### config.mk
export PLATFORM = sky130hd
export DESIGN_NAME = axis_img_border_strip
export DESIGN_NICKNAME = d
export VERILOG_FILES = /design/src/rtl/axis_img_border_strip.sv
export SDC_FILE = /design/constraint.sdc
export NUM_CORES = 1
export LEC_CHECK = 0
export ABC_AREA = 1
export CAP_MARGIN = 0
export CORE_MARGIN = 2
export CORE_UTILIZATION = 45
export CTS_CLUSTER_DIAMETER = 30
export DETAILED_ROUTE_END_ITERATION = 8
export PLACE_DENSITY = 0.76
export SLEW_MARGIN = 20
export SYNTH_ARGS = -nofsm -noshare
export SYNTH_HDL_FRONTEND = slang
export SYNTH_SLANG_ARGS = --single-unit
### constraint.sdc
create_clock -name axis_aclk -period 3.6 [get_ports axis_aclk]
set_input_delay 0.36 -clock axis_aclk [delete_from_list [all_inputs] [get_ports axis_aclk]]
set_output_delay 0.36 -clock axis_aclk [all_outputs]
set_load 0.005 [all_outputs]
### src/rtl/axis_img_border_strip.sv
// axis_img_border_strip: drops the one-pixel border of a bordered AXI4-Stream frame and reframes the interior
module axis_img_border_strip #(
  parameter int          IMG_RES_X         = 336,
  parameter int          IMG_RES_Y         = 256,
  parameter logic [15:0] DATA_PIX_CLR_MASK = 16'h0000
) (
  input  logic        axis_aclk,
  input  logic        axis_aresetn,
  input  logic [15:0] s_axis_tdata,
  input  logic        s_axis_tvalid,
  output logic        s_axis_tready,
  input  logic        s_axis_tlast,
  input  logic [1:0]  s_axis_tuser,
  output logic [15:0] m_axis_tdata,
  output logic        m_axis_tvalid,
  input  logic        m_axis_tready,
  output logic        m_axis_tlast,
  output logic        m_axis_tuser,
  output logic        err_sync,
  input  logic        err_clr,
  output logic        frame_done
);
  typedef enum logic [1:0] {ST_BORDER_ROW, ST_ROW_FIRST, ST_DATA, ST_ROW_LAST} state_t;
  localparam logic [15:0] XD = 16'(IMG_RES_X);
  localparam logic [15:0] XL = 16'(IMG_RES_X + 1);
  localparam logic [15:0] YL = 16'(IMG_RES_Y + 1);
  state_t      state_q, state_d;
  logic [15:0] x_q, x_d, y_q, y_d, tdata_q, tdata_d;
  logic        tvalid_q, tvalid_d, tlast_q, tlast_d, tuser_q, tuser_d;
  logic        err_q, err_d, fd_q, fd_d;
  logic        in_data, acc, at_end, row_end, last_row, load;
  logic        unused_in;
  assign unused_in = s_axis_tlast ^ s_axis_tuser[0];
  // Border beats are always taken and dropped; a row end comes from the count or the tuser[1] marker
  always_comb begin
    in_data       = state_q == ST_DATA;
    s_axis_tready = in_data ? (~tvalid_q | m_axis_tready) : 1'b1;
    acc           = s_axis_tvalid & s_axis_tready;
    at_end        = x_q == XL;
    row_end       = acc & (at_end | s_axis_tuser[1]);
    last_row      = y_q == YL;
    load          = acc & in_data & ~s_axis_tuser[1];
    x_d           = row_end ? '0 : acc ? x_q + 16'd1 : x_q;
    y_d           = row_end ? (last_row ? '0 : y_q + 16'd1) : y_q;
    state_d       = row_end ? ((last_row | (y_q + 16'd1 == YL)) ? ST_BORDER_ROW : ST_ROW_FIRST) :
                    ~acc ? state_q :
                    state_q == ST_ROW_FIRST ? ST_DATA :
                    (in_data & (x_q == XD)) ? ST_ROW_LAST : state_q;
    fd_d          = row_end & last_row;
    tdata_d       = load ? (s_axis_tdata & ~DATA_PIX_CLR_MASK) : tdata_q;
    tuser_d       = load ? (x_q == 16'd1) & (y_q == 16'd1) : tuser_q;
    tlast_d       = load ? x_q == XD : tlast_q;
    tvalid_d      = load | (tvalid_q & ~m_axis_tready);
    err_d         = (acc & (s_axis_tuser[1] ^ at_end)) | (err_q & ~err_clr);
  end
  // Counters, state and the single output register stage
  always_ff @(posedge axis_aclk or negedge axis_aresetn) begin
    if (!axis_aresetn) begin
      state_q  <= ST_BORDER_ROW;
      x_q      <= '0;
      y_q      <= '0;
      tdata_q  <= '0;
      tvalid_q <= 1'b0;
      tlast_q  <= 1'b0;
      tuser_q  <= 1'b0;
      err_q    <= 1'b0;
      fd_q     <= 1'b0;
    end else begin
      state_q  <= state_d;
      x_q      <= x_d;
      y_q      <= y_d;
      tdata_q  <= tdata_d;
      tvalid_q <= tvalid_d;
      tlast_q  <= tlast_d;
      tuser_q  <= tuser_d;
      err_q    <= err_d;
      fd_q     <= fd_d;
    end
  end
  assign m_axis_tdata  = tdata_q;
  assign m_axis_tvalid = tvalid_q;
  assign m_axis_tlast  = tlast_q;
  assign m_axis_tuser  = tuser_q;
  assign err_sync      = err_q;
  assign frame_done    = fd_q;
endmodule

==> flow_summary.toml <==
[flow_run]
cap_violations = 0

[timing]
min_period_over_period = 0.749
final.setup.tns_ns = 0
clock_skew_ns = 0.0146
finalWorstPathRequiredPeriod_ns = 2.70
worst_pin_slew_ns = 0.684
setup-violations-final = 0
slew_headroom = 0.544
fmax_mhz = 371
report.final.slew_viol_count = 0
rsz0062_at_grt = "no"
hold_viol = 0

[drt]
wirelength_mm = 6.91
viasPerCell = 5.27
dr.pass1.iters = 5
num_vias = 2801
post_drt_wl_per_cell_um = 13.0
drt_iter0_markers = 204
ant_nets = 0
drc = 0

[power]
peakVddDrop_mv = 0.277
power.density_nw_per_um2 = 511
p_leak_nw = 1.68

[setup_path]
critPathCaptureType = "register"
rr_worst_depth = 10
worstPathCellList = "or2_1 > nor4_1 > nand2_1 > ha_1 > or2_1 > inv_6 > nand2_2 > inv_2 > nand2_1 > a21oi_2"
worst_path_largest_cell_delay_ns = 0.51
cp_max_fo = 26
critPathRequiredTime_ns = 3.87
regToRegEndpoint = "state_q[0]$_DFFE_PN0P_"
critical_path_class = "register to register"
startpoint_type = "register"
ff2ff_setup_slack_ns = 0.90
r2r_start = "x_q[11]$_DFFE_PN0P_"
crit_slowest_cell = "or2_1"
path_buf_inv = 2
crit_arrival_ns = 2.97
cp_top_family = "simple AND/OR/NAND/NOR gates"

[synth]
synth_nets = 440
synth_edf_count = 0
yosysWarnings = 0
ys_ff_latch = 55
avgSynthCellArea_um2 = 7.62
netlist_area_um2 = 3120
yosysUniqueCellTypes = 32
syn_inst = 409
seq_area_frac_synth = 0.441
postSynth.asyncResetShare = 1.00
synth_ff_type = "dfrtp_1"

[cells_and_area]
stdcell_count = 532
drive_above_1_share = 0.0841
fin_area_um2 = 3690
nets = 482
n_fill_cell = 635
antenna_cells = 0
mostFrequentLayoutCell = "nand2_1"
area_growth_pct = 18.2
layout_common_cells = "nand2_1 (133), dfrtp_1 (55), inv_1 (42), clkdlybuf4s50_1 (42), nor2_1 (33)"

[die]
rows = 30
die_width_um = 87.2
die-height_um = 87.2
core_area_um2 = 6760
ioPinCount = 46
start_util = 0.461
die-area_um2 = 7610

[placed_design]
dp_hpwl_mm = 5.10
portBuffers = 43
routabilityCongestion = 0.893
dp.cells = 524
dpl-instance-area_um2 = 3590

[cts]
cts_max_level = 2
cts-root-to-sink-buffers = 2
numCtsBuffers = 5
clkLatencyLatePin_ns = 0.33
cts.sinks = 55
hold_buffers = 0
cts_setup_buffers = 0
clkTransAtPathRegs_ns = 0.12
cts_tree = "done"
cts.repair.resized = 0
cts_root_buf = "clkbuf_8"

[min_path]
hp-class = "input pin to asynchronous set/reset pin"

[global_route]
grt_max_degree = 33
overflow = 0
grt_pass1_wl_mm = 11.6
antenna_found_initial = 0
track_usage = 0.190
grt_pass1_vias = 2570

[outcome]
status = "completed"
-- cells in the mapped netlist, drive strengths merged (3+ instances only) --
cell type,instances,area share
nand2,140,0.18
nor4,6,0.012
buf,8,0.019
dfrtp,55,0.44
ha,7,0.028
o21ai,33,0.053
nor2,43,0.071
a21oi,9,0.016
nand4,18,0.036
inv,46,0.057
xor2,3,0.013
nor3,6,0.013
or2,3,0.0060
nand3,27,0.045
-- routing by layer --
layer	GRT usage	vias to the layer above	wire length, um
li1	-	1405	-
met1	0.264	1321	3160
met2	0.306	66	3420
met3	0.0284	9	243
met4	0.0629	0	85
met5	0	-	0
-- area by class of cell --
class,instances,area [um2],share of cell area
clock buffers,5,68.8,0.0187
well taps,80,100,0.0272
clock inverters,3,28.8,0.00781
multi-input cells,299,1500,0.407
repair buffers,44,433,0.117
flip-flops and latches,55,1380,0.373
inverters,46,178,0.0482
-- worst max-delay path by stage --
stage,slack (ns),to,cells past startpoint,from
CTS,0.89,state_q[0]$_DFFE_PN0P_,10,x_q[11]$_DFFE_PN0P_
floorplan,1.56,state_q[0]$_DFFE_PN0P_,11,x_q[11]$_DFFE_PN0P_
global placement,0.94,state_q[0]$_DFFE_PN0P_,10,x_q[11]$_DFFE_PN0P_
finish,0.90,state_q[0]$_DFFE_PN0P_,10,x_q[11]$_DFFE_PN0P_
global route,0.63,state_q[0]$_DFFE_PN0P_,10,x_q[11]$_DFFE_PN0P_
detailed placement,0.92,state_q[0]$_DFFE_PN0P_,10,x_q[11]$_DFFE_PN0P_
-- power breakdown --
| part | switching [W] | internal (W) | total (W) | leakage [nW] |
|---|---|---|---|---|
| clock | 0.000233 | 0.000148 | 0.000381 | 0.0511 |
| sequential | 0.000128 | 0.000766 | 0.000894 | 0.721 |
| combinational | 0.000312 | 0.000299 | 0.000611 | 0.913 |
| total | 0.000673 | 0.00121 | 0.00189 | 1.68 |
-- cells by family after synthesis --
kind of cell / share of synthesized area
AND/OR/NAND/NOR: 0.362
buffers and inverters: 0.0770
flip-flops: 0.441
AO/OA/AOI/OAI: 0.0754
adder cells (fa/ha/maj): 0.0281
XOR/XNOR: 0.0161
-- through the flow --
stage               total power (W)  hold WS, ns  utilization  setup slack [ns]
finish                      0.00189       0.0134        0.546             0.902
global route                0.00202       0.0449        0.546             0.629
CTS                         0.00190       0.0348        0.546             0.895
detailed placement          0.00151        0.393        0.531             0.923
global placement            0.00150        0.389        0.531             0.944
floorplan                   0.00121       0.0644            -              1.56
-- sequential cells by signal, indices dropped and copies added, names as in the netlist --
name,cells
m_axis_tdata,16
x_q,16
y_q,16
state_q,2
err_sync,1
frame_done,1
m_axis_tlast,1
m_axis_tuser,1
m_axis_tvalid,1
Note: power is estimated with default switching activity, not from simulation.
